## src/rtl/time_display_driver.sv

```systemverilog
// time_display_driver
// Drives a 6-digit multiplexed, common-anode 7-segment display from the
// binary time produced by the clock counter block. A prescaler produces a
// digit-scan tick, a second divider produces the blink phase, and the time
// is snapshotted once per scan frame so a frame never mixes two readings.
// Out-of-range fields show dashes, and the field being set blinks.
//
// Ports:
//   clk        system clock
//   reset      synchronous, active-low reset
//   sec_in     seconds, binary (0-59)
//   min_in     minutes, binary (0-59)
//   hour_in    hours, binary (0-23)
//   mode       0 = normal, 1 = setting
//   set_pos    one-hot field being set: 100 hour, 010 minute, 001 second
//   seg_out    segments {g,f,e,d,c,b,a}, active-low
//   dp_out     decimal point, active-low
//   digit_sel  one-hot active-low digit enable, bit0 = seconds units
module time_display_driver #(
  parameter int SCAN_DIV  = 50000,
  parameter int BLINK_DIV = 25000000
) (
  input  logic       clk,
  input  logic       reset,
  input  logic [5:0] sec_in,
  input  logic [5:0] min_in,
  input  logic [4:0] hour_in,
  input  logic       mode,
  input  logic [2:0] set_pos,
  output logic [6:0] seg_out,
  output logic       dp_out,
  output logic [5:0] digit_sel
);

  localparam int PW = (SCAN_DIV  > 2) ? $clog2(SCAN_DIV)  : 1;
  localparam int BW = (BLINK_DIV > 2) ? $clog2(BLINK_DIV) : 1;

  logic [PW-1:0] presc;
  logic [BW-1:0] blink_cnt;
  logic          blink_phase;
  logic          scan_tick;
  logic          upd;
  logic [2:0]    digit_idx;

  logic [5:0]    snap_sec;
  logic [5:0]    snap_min;
  logic [4:0]    snap_hour;
  logic          snap_mode;
  logic [2:0]    snap_pos;

  assign scan_tick = (presc == PW'(SCAN_DIV - 1));

  function automatic logic [6:0] seg_code(input logic [3:0] d);
    case (d)
      4'd0:    seg_code = 7'b1000000;
      4'd1:    seg_code = 7'b1111001;
      4'd2:    seg_code = 7'b0100100;
      4'd3:    seg_code = 7'b0110000;
      4'd4:    seg_code = 7'b0011001;
      4'd5:    seg_code = 7'b0010010;
      4'd6:    seg_code = 7'b0000010;
      4'd7:    seg_code = 7'b1111000;
      4'd8:    seg_code = 7'b0000000;
      4'd9:    seg_code = 7'b0010000;
      default: seg_code = 7'b1111111;
    endcase
  endfunction

  // Stage 1: timebase, digit index and frame snapshot.
  always_ff @(posedge clk) begin
    if (!reset) begin
      presc       <= '0;
      blink_cnt   <= '0;
      blink_phase <= 1'b0;
      digit_idx   <= 3'd5;
      upd         <= 1'b0;
      snap_sec    <= '0;
      snap_min    <= '0;
      snap_hour   <= '0;
      snap_mode   <= 1'b0;
      snap_pos    <= '0;
    end else begin
      presc <= scan_tick ? '0 : presc + 1'b1;
      upd   <= scan_tick;

      if (blink_cnt == BW'(BLINK_DIV - 1)) begin
        blink_cnt   <= '0;
        blink_phase <= ~blink_phase;
      end else begin
        blink_cnt <= blink_cnt + 1'b1;
      end

      if (scan_tick) begin
        if (digit_idx == 3'd5) begin
          digit_idx <= 3'd0;
          snap_sec  <= sec_in;
          snap_min  <= min_in;
          snap_hour <= hour_in;
          snap_mode <= mode;
          snap_pos  <= set_pos;
        end else begin
          digit_idx <= digit_idx + 3'd1;
        end
      end
    end
  end

  logic [5:0] fld_val;
  logic       fld_ok;
  logic [2:0] fld_pos;
  logic [3:0] digit;
  logic [6:0] seg_nxt;
  logic       dp_nxt;
  logic [5:0] sel_nxt;

  always_comb begin
    fld_val = snap_sec;
    fld_ok  = (snap_sec <= 6'd59);
    fld_pos = 3'b001;
    case (digit_idx)
      3'd2, 3'd3: begin
        fld_val = snap_min;
        fld_ok  = (snap_min <= 6'd59);
        fld_pos = 3'b010;
      end
      3'd4, 3'd5: begin
        fld_val = {1'b0, snap_hour};
        fld_ok  = (snap_hour <= 5'd23);
        fld_pos = 3'b100;
      end
      default: ;
    endcase

    // Even index is the units digit of its field, odd index the tens.
    digit = digit_idx[0] ? 4'(fld_val / 6'd10) : 4'(fld_val % 6'd10);

    if (snap_mode && blink_phase && (snap_pos == fld_pos))
      seg_nxt = 7'b1111111;
    else if (!fld_ok)
      seg_nxt = 7'b0111111;
    else
      seg_nxt = seg_code(digit);

    dp_nxt  = 1'b1;
    if (digit_idx == 3'd2 || digit_idx == 3'd4)
      dp_nxt = snap_mode ? 1'b0 : blink_phase;

    sel_nxt = ~(6'b000001 << digit_idx);
  end

  // Stage 2: outputs change only one edge after a scan tick, so each slot is
  // rendered from a settled index/snapshot and blink cannot change mid-slot.
  always_ff @(posedge clk) begin
    if (!reset) begin
      seg_out   <= 7'b1111111;
      dp_out    <= 1'b1;
      digit_sel <= 6'b111111;
    end else if (upd) begin
      seg_out   <= seg_nxt;
      dp_out    <= dp_nxt;
      digit_sel <= sel_nxt;
    end
  end

endmodule

```

## config.mk

```make
export PLATFORM = sky130hd
export DESIGN_NAME = time_display_driver
export DESIGN_NICKNAME = d
export VERILOG_FILES = /design/src/rtl/time_display_driver.sv
export SDC_FILE = /design/constraint.sdc
export NUM_CORES = 1
export LEC_CHECK = 0
export BUFFER_PORTS_ARGS = -buffer_cell sky130_fd_sc_hd__clkbuf_2
export CORE_MARGIN = 3
export CORE_UTILIZATION = 54
export DETAILED_ROUTE_END_ITERATION = 10
export PLACE_DENSITY = 0.76
export SYNTH_ARGS = -nofsm -noshare
export SYNTH_HDL_FRONTEND = slang
export SYNTH_SLANG_ARGS = --single-unit
```

## constraint.sdc

```tcl
create_clock -name clk -period 4 [get_ports clk]
set_clock_uncertainty 0.05 [all_clocks]
set_input_delay 0.2 -clock clk [delete_from_list [all_inputs] [get_ports clk]]
set_output_delay 0.2 -clock clk [all_outputs]
set_load 0.005 [all_outputs]
```

# Yosys cells after proc, flatten, opt, wreduce, memory -nomap -nowiden
# Memory sizes are Yosys's and may differ from the RTL's.
# Index checks and enable logic that the tools add are counted.
[op_classes]
n_addsub = 3
n_reduce_logical = 8
n_mux = 9
n_eq_ne = 7
magnitude_cmp = 3
shifts = 1
div_mod_pow = 2
n_bitwise = 3
[op_table]
columns = ["operator", "n"]
rows = [
  ["25-bit by 1-bit adder with 25-bit output (second input constant)", 1],
  ["25-bit == test (second input constant)", 1],
  ["16-bit by 1-bit adder with 16-bit output (second input constant)", 1],
  ["16-bit == test (second input constant)", 1],
  ["7-bit two-way mux", 2],
  ["6-bit less-or-equal comparator (second input constant)", 2],
  ["6-bit case mux with 2 select lines", 1],
  ["2-bit OR reduction", 4],
  ["6-bit by 4-bit divider with 6-bit output (second input constant)", 1],
  ["3-bit by 2-bit == test with 1-bit output (second input constant)", 2],
  ["3-bit == test (second input constant)", 2],
  ["6-bit by 4-bit remainder unit with 6-bit output (second input constant)", 1],
  ["6-bit NOT", 1],
  ["3-bit case mux with 2 select lines", 1],
  ["1-bit by 3-bit << shifter with 6-bit output (first input constant)", 1],
  ["5-bit less-or-equal comparator (second input constant)", 1],
  ["4-bit two-way mux", 1],
  ["3-bit by 1-bit adder with 3-bit output (second input constant)", 1],
  ["3-bit == test", 1],
  ["3-bit two-way mux", 1],
  ["1-bit logical AND", 2],
  ["1-bit two-way mux", 2],
  ["1-bit NOT", 2],
  ["1-bit case mux with 2 select lines", 1],
  ["2 further kinds", 2],
]
[totals]
romBits = 112
output_inout_bits = 14
regBits = 81
inputBits = 23
n_memories = 1
[memory_table]
columns = ["name", "depth", "word_bits", "read_ports", "rd_clocked_by_memory_dff", "wr", "line", "rtl"]
rows = [
  ["(name not given)", 16, 7, 1, 0, 0, "54", "case (d)"],
]

# Longest topological paths before layout
# Gate-level depths: netlist (run 1).
# An unclocked memory read counts as a cell.
[logic_depth]
depth_word = 8
ltp_mapped = 22
mapped_depth_nobuf = 17

# Least setup slack after synthesis (run 1)
# Ideal clock, no wire load.
[synth_path]
kind = "reg2reg"
from = "reg digit_idx[0]"
to = "reg seg_out[3]"
arrival_ns = 4.149
n_path_buf = 5
path_slack_ns = -0.318
synth_period_minus_slack_ns = 4.318
stages_incl_launch_ff = 21
path_cell_list = "dfxtp_1 > buf_6 > clkbuf_8 > and2_2 > ha_1 > clkbuf_8 > or4b_1 > and2_1 > buf_6 > clkinv_4 > ha_1 > clkbuf_8 > o21ai_0 > o22ai_1 > a211o_1 > o31ai_1 > inv_1 > ha_1 > nor2_1 > and2_0 > a211o_1"
[synth_between]
elab_chain_cells = 8
[synth_rtl]
columns = ["item", "line", "rtl"]
rows = [
  ["start, declared", "43", "logic [2:0] digit_idx;"],
  ["start signal, assigned", "102", "digit_idx <= digit_idx + 3'd1;"],
  ["3-bit == test or 3-bit by 2-bit == test with 1-bit output (tied branches)", "120", "case (digit_idx)"],
  ["2-bit OR reduction", "120", ""],
  ["6-bit case mux with 2 select lines", "120", ""],
  ["6-bit by 4-bit remainder unit with 6-bit output or 6-bit by 4-bit divider with 6-bit output (tied branches)", "135", "digit = digit_idx[0] ? 4'(fld_val / 6'd10) : 4'(fld_val % 6'd10);"],
  ["4-bit two-way mux", "135", ""],
  ["memory 16 x 7 bit", "n/a", ""],
  ["7-bit two-way mux", "139", "else if (!fld_ok)"],
  ["7-bit two-way mux (*)", "137", "if (snap_mode && blink_phase && (snap_pos == fld_pos))"],
  ["end signal, assigned", "159", "seg_out <= seg_nxt;"],
  ["end, declared", "30", "output logic [6:0] seg_out,"],
]
# Every way passes the cells marked *; elsewhere a longest branch is shown, timed or not.
# A chain may end at the register's enable or synchronous reset.

# Worst setup path after layout (run 1)
[layout_path]
from = "reg digit_idx[1]"
to = "reg seg_out[3]"
# Same word-level chain as after synthesis.

==> results.py, run 1 <==
metrics = {
    "logic_synthesis": {
        "syn_area_um2": 4210,
        "yosysWarnings": 0,
        "ys_top_cells_by_area": "dfxtp_1 38%, nand2_1 7.5%, nor2_1 5.4%, xor2_1 4.6%, a21oi_1 3.7%",
        "synth_cells": 503,
        "async_flop_share_pct": 0,
        "synth_ff_type": "dfxtp_1",
        "synth-seq-cells": 81,
        "yosysTopAreaCellShare_pct": 38.5,
        "syn_nets": 535,
        "synth_edf_count": 0,
        "yosys.area.top_type": "dfxtp_1",
        "yosysSeqAreaShare_pct": 38.5,
        "synth_cell_type_count": 71,
        "avgSynthCellArea_um2": 8.38,
    },
    "die": {
        "io_pins": 37,
        "start_util_pct": 56.9,
        "die-area_um2": 8900,
        "core_um2": 7410,
        "die_h_um": 94.3,
        "row_count": 31,
        "die_x_um": 94.3,
    },
    "routing": {
        "wl_per_cell_um": 14.5,
        "dr_total_vias": 3625,
        "drt_iter0_drc": 137,
        "first_pass_iters": 4,
        "drt-vias-per-instance": 5.69,
        "ant_nets": 0,
        "drc": 0,
        "drt-total-wl_um": 9240,
    },
    "sta": {
        "report.final.slew_viol_count": 0,
        "slew_headroom_pct": 50.5,
        "max_freq_ghz": 0.258,
        "timing.final.crit_share_pct": 96.8,
        "worst_pin_slew_ns": 0.740,
        "setup_ws_ns": 0.128,
        "whs_ns": 0.0204,
        "setup_violations": 0,
        "finalHoldViolations": 0,
        "fin_crit_ns": 3.87,
    },
    "worst_hold_path": {
        "worstHoldPathType": "in2reg",
    },
    "grt": {
        "gr-total-overflow": 0,
        "antenna_found_initial": 0,
        "grt_pass1_wl_um": 15200,
        "grt_pass1_vias": 3325,
        "grt_use_total_pct": 21.2,
        "grt_max_degree": 26,
    },
    "clock_tree": {
        "cts_root_buf": "clkbuf_8",
        "cts_buffers": 9,
        "clkSinkCount": 81,
        "h-tree-depth": 3,
        "clk_latency_ns": 0.35,
        "hold_buffers": 0,
        "cts_buffer_depth": 2,
        "cts_tree": "yes",
        "clkTransAtPathRegs_ns": 0.10,
    },
    "critical_path": {
        "slowest_stage": "a221oi_4",
        "critPathMaxStageDelay_ns": 0.61,
        "cp.arrival_ns": 4.08,
        "worstPathRequired_ns": 4.20,
        "critPathKind": "reg2reg",
        "worstPathMaxFanout": 10,
        "critPathLaunchType": "flop",
        "critPathCaptureType": "flop",
        "crit_chain": "and2_4 -> ha_4 -> or2_0 -> a221oi_4 -> o21ai_0 -> a221o_2 -> or4_1 -> and3_4 -> ha_1 -> nand3b_1 -> a211oi_1 -> a211o_1",
        "critPathBufInv": 0,
        "path_delay_family": "compound AO/OA/AOI/OAI gates",
    },
    "run": {
        "drv_cap": 0,
    },
    "finish": {
        "nFillCells": 625,
        "drive_gt1_share_pct": 17.7,
        "syn2layout_area_growth_pct": 10.9,
        "multiInputGateArea_um2": 2400,
        "seq_area_um2": 1620,
        "antenna_cells": 0,
        "post-route-util_pct": 63.1,
        "num-nets-final": 565,
    },
    "power": {
        "p_total_mw": 1.47,
        "irDropWorstVdd_mv": 0.277,
        "leakage_nw": 1.71,
        "power_density_nw_per_um2": 316,
    },
    "placement": {
        "hpwlAfterDp_um": 6500,
        "portBuffers": 36,
        "dp_slack_ns": 0.0963,
        "globalplace.congestion": 0.842,
    },
    "outcome": {
        "status": "finished, final reports clean",
    },
}
==> state kept, by name, indices dropped and copies added (netlist names) <==
signal,cells
blink_cnt,25
presc,16
seg_out,7
digit_sel,6
snap_min,6
snap_sec,6
snap_hour,5
digit_idx,3
snap_pos,3
blink_phase,1
dp_out,1
snap_mode,1
upd,1
==> routing by layer <==
layer | track usage, % | routed length [um] | vias up
met5 | 0 | 0 | -
met1 | 27.7 | 4280 | 1680
met3 | 3.98 | 431 | 22
li1 | - | - | 1824
met2 | 35.4 | 4340 | 99
met4 | 6.98 | 187 | 0
==> synth_stat cells (4+ instances only) <==
cell and count:
inv_1 10, or3_1 4, nand2_1 84, and3_1 12, a211o_1 6, xnor2_1 16
nand4_1 11, nor4bb_1 4, nand3_1 19, a211oi_1 4, nor2_1 61, dfxtp_1 81
buf_6 8, clkbuf_1 14, a21oi_1 31, o211ai_1 9, o21ai_0 14, nor4_1 4
xor2_1 22, ha_1 9
==> power by group <==
group	leakage [nW]	internal (mW)	total [mW]	switching, mW
Sequential	0.654	0.811	0.816	0.00484
Clock	0.0992	0.299	0.626	0.327
Combinational	0.956	0.0131	0.0325	0.0195
Total	1.71	1.12	1.47	0.352
==> cells by family (layout without fill, tap and decap cells) <==
logic type               after synthesis  count (layout)  share of synthesized area [%]
multiplexers                           2               2                          0.594
AO/OA/AOI/OAI                         96              96                           16.3
XOR/XNOR                              38              38                           7.90
adder cells (fa/ha/maj)                9               9                           2.67
AND/OR/NAND/NOR                      238             238                           28.3
buffers and inverters                 39              74                           5.82
flip-flops                            81              81                           38.5
==> cell type report <==
type                            count  share of cell area, %
Clock buffer                        9                   2.65
Clock inverter                      7                   1.87
Sequential cell                    81                   34.7
Timing Repair Buffer               45                   5.30
Multi-Input combinational cell    383                   51.5
Inverter                           13                   1.31
Tap cell                           99                   2.65
==> worst min-delay path, delay by kind of cell <==
kind / cells / cell delay [ns]
AOI/OAI and AO/OA: 1 / 0.05
buffers and inverters: 1 / 0.08
and+or+nand+nor: 1 / 0.05
==> stage by stage <==
step                      instance area (um2)  TNS (ns)  std cells
after floorplan                          4270   -0.0148        503
final                                    4670         0        637
after detailed placement                 4420         0        617
after global placement                   4420         0        617
after CTS                                4630         0        633
after global routing                     4670    -0.103        637
==> cells in the final DEF (no fill, tap or decap), drive strengths merged, types with 3 or more instances in the layout <==
cell,instances
o211ai,9
nor2b,4
or3,4
a221oi,4
a21oi,31
o2111ai,3
nand4,11
a31oi,3
xnor2,16
and3,14
nand3,19
o21ai,16
clkinv,4
a211o,6
nor4,4
dfxtp,81
a211oi,4
or2,5
inv,13
and2,7
clkbuf,45
nand2,84
nor2,61
nor3,5
xor2,22
ha,9
nor4bb,4
o22ai,3
buf,9
a221o,3
==> final timing paths <==
path | from | to | slack [ns] | cells after the start
worst max-delay path | digit_idx[1] | seg_out[3] | 0.13 | 12
worst min-delay path | sec_in[2] | snap_sec[2] | 0.02 | 3
worst max register to register | digit_idx[1] | seg_out[3] | 0.13 | 12
worst min register to register | snap_sec[0] | snap_sec[0] | 0.40 | 2
==> repair_timing <==
action / CTS / global route
resized for setup: 0 / 3
setup endpoints to repair: 0 / 6
setup buffers: 0 / 4
endpoints found under the hold margin: 0 / 0
(Power assumes the default switching activity.)
==> run 2, diff against run 1 <==
--- a/config.mk
+++ b/config.mk
@@ -7,9 +7,8 @@
 export LEC_CHECK = 0
 export BUFFER_PORTS_ARGS = -buffer_cell sky130_fd_sc_hd__clkbuf_2
 export CORE_MARGIN = 3
-export CORE_UTILIZATION = 54
+export CORE_UTILIZATION = 40
 export DETAILED_ROUTE_END_ITERATION = 10
-export PLACE_DENSITY = 0.76
 export SYNTH_ARGS = -nofsm -noshare
 export SYNTH_HDL_FRONTEND = slang
 export SYNTH_SLANG_ARGS = --single-unit
==> run 2 against run 1 <==
Compared with the run above:
- sequential share of layout area shrank 0.20 points
- die area up 33%
- largest cell class unchanged
- highest routed layer unchanged
- register-to-register slack improved by 0.07 ns
==> results.py, run 2 (same netlist as run 1, synthesis figures left out) <==
metrics = {
    "outcome": {
        "status": "finished, final reports clean",
    },
    "clock_tree": {
        "hold_buffers": 0,
        "cts_buffers": 9,
        "post_cts_buffers": 0,
        "clkTransAtPathRegs_ns": 0.08,
        "cts_tree": "yes",
        "clk_latency_ns": 0.35,
        "cts_root_buf": "clkbuf_8",
        "clkSinkCount": 81,
        "h-tree-depth": 3,
        "cts_buffer_depth": 2,
        "cts_resized": 0,
    },
    "placement": {
        "portBuffers": 36,
        "hpwlAfterDp_um": 6690,
        "globalplace.congestion": 0.863,
        "dp_slack_ns": 0.0757,
        "placed_cells": 652,
    },
    "finish": {
        "nFillCells": 999,
        "reg_top3": "blink_cnt x25, presc x16, seg_out x7",
        "layout_common_cells": "84 x nand2_1, 79 x dfxtp_1, 61 x nor2_1",
        "largest_reg_flops": 25,
        "final_common_cell": "nand2_1",
        "seq_area_um2": 1620,
        "syn2layout_area_growth_pct": 11.6,
        "regMostFlops": "blink_cnt",
        "drive_gt1_share_pct": 17.0,
        "num-nets-final": 563,
        "final_cells": 668,
        "multiInputGateArea_um2": 2420,
        "antenna_cells": 0,
    },
    "routing": {
        "dr_wl_met3_um": 309,
        "wl_met2_um": 4200,
        "wl_met1_um": 4540,
        "ant_nets": 0,
        "first_pass_iters": 4,
        "drc": 0,
        "highest_layer": "met4",
        "drt_iter0_drc": 216,
        "drt-vias-per-instance": 5.28,
        "drt-total-wl_um": 9220,
        "dr_total_vias": 3528,
        "wl_per_cell_um": 13.8,
    },
    "worst_hold_path": {
        "worstHoldPathType": "in2reg",
    },
    "grt": {
        "grt_use_total_pct": 16.4,
        "grt_max_degree": 26,
        "grt_pass1_wl_um": 15600,
        "gr-total-overflow": 0,
        "grt_pass1_vias": 3392,
        "antenna_found_initial": 0,
    },
    "die": {
        "io_pins": 37,
        "row_count": 36,
        "die-area_um2": 11800,
        "die_x_um": 109,
        "core_um2": 10000,
        "die_h_um": 109,
        "start_util_pct": 42.1,
    },
    "critical_path": {
        "worstPathMaxFanout": 13,
        "critPathCaptureType": "flop",
        "cp.arrival_ns": 4.00,
        "worstPathRequired_ns": 4.20,
        "ff2ff_setup_slack_ns": 0.20,
        "critPathKind": "reg2reg",
        "critPathLaunchType": "flop",
    },
    "sta": {
        "worst_pin_slew_ns": 0.785,
        "grt_setup_unrepaired": "false",
        "setup_ws_ns": 0.197,
        "timing.final.crit_share_pct": 95.1,
        "max_freq_ghz": 0.263,
        "slew_headroom_pct": 47.5,
        "report.final.slew_viol_count": 0,
        "whs_ns": 0.0179,
        "finalHoldViolations": 0,
        "fin_crit_ns": 3.80,
        "setup_violations": 0,
    },
    "power": {
        "leakage_nw": 1.70,
        "p_total_mw": 1.49,
        "power_density_nw_per_um2": 316,
        "irDropWorstVdd_mv": 0.177,
    },
    "run": {
        "drv_cap": 0,
    },
}
[run 2: cell count changes in the layout (fill, tap and decap cells not counted)]
| cell | delta |
|---|---|
| buf_4 | -3 |
| inv_1 | +1 |
| inv_6 | -2 |
| clkinv_2 | +1 |
| clkbuf_1 | +1 |
| dfxtp_2 | +1 |
| inv_2 | -1 |
| bufinv_16 | +1 |
| nor3b_2 | +1 |
| dfxtp_1 | -1 |
| clkinv_8 | -1 |
| clkinvlp_4 | -1 |
[run 2: power by group]
| part | internal [mW] | switching, mW | leakage, nW |
|---|---|---|---|
| clock network | 0.348 | 0.291 | 0.102 |
| logic | 0.0130 | 0.0193 | 0.943 |
| registers | 0.811 | 0.00464 | 0.654 |
| total | 1.17 | 0.315 | 1.70 |
[run 2: final cells by class]
type,count,area share (%)
clock buffer,10,2.71
clock inverter,5,1.73
inverter,13,1.30
multi-input combinational,384,51.4
tap,133,3.54
sequential,81,34.5
timing repair buffer,42,4.79
[run 2: layer usage]
metal / track usage [%] / vias to the layer above
met5: 0 / -
met4: 5.05 / 0
met3: 4.14 / 19
met2: 25.9 / 52
met1: 22.1 / 1642
li1: - / 1815
[run 2: final timing paths]
path | startpoint | end | cells after the start
setup / recovery | digit_idx[1] | seg_out[3] | 14
hold / removal | sec_in[4] | snap_sec[4] | 3
setup reg to reg | digit_idx[1] | seg_out[3] | 14
hold reg to reg | snap_hour[0] | snap_hour[0] | 2
[run 2: through the flow]
| step | setup TNS (ns) | cell area, um2 | utilization [%] |
|---|---|---|---|
| detailed placement | 0 | 4470 | 44.7 |
| global route | 0 | 4700 | 47.0 |
| finish | 0 | 4700 | 47.0 |
| global placement | 0 | 4470 | 44.7 |
| floorplan | -0.0148 | 4270 | - |
| CTS | 0 | 4680 | 46.8 |
[run 2: critical path, cell delays in order (launching register included)]
cell	delay, ns
dfxtp_2	0.38
and2_4	0.18
ha_4	0.19
a221o_1	0.37
or2_4	0.30
inv_1	0.19
ha_4	0.22
o21ai_0	0.10
a221o_2	0.39
or4_1	0.48
and3_4	0.21
ha_1	0.21
nand3b_1	0.10
a211oi_1	0.06
a211o_1	0.28
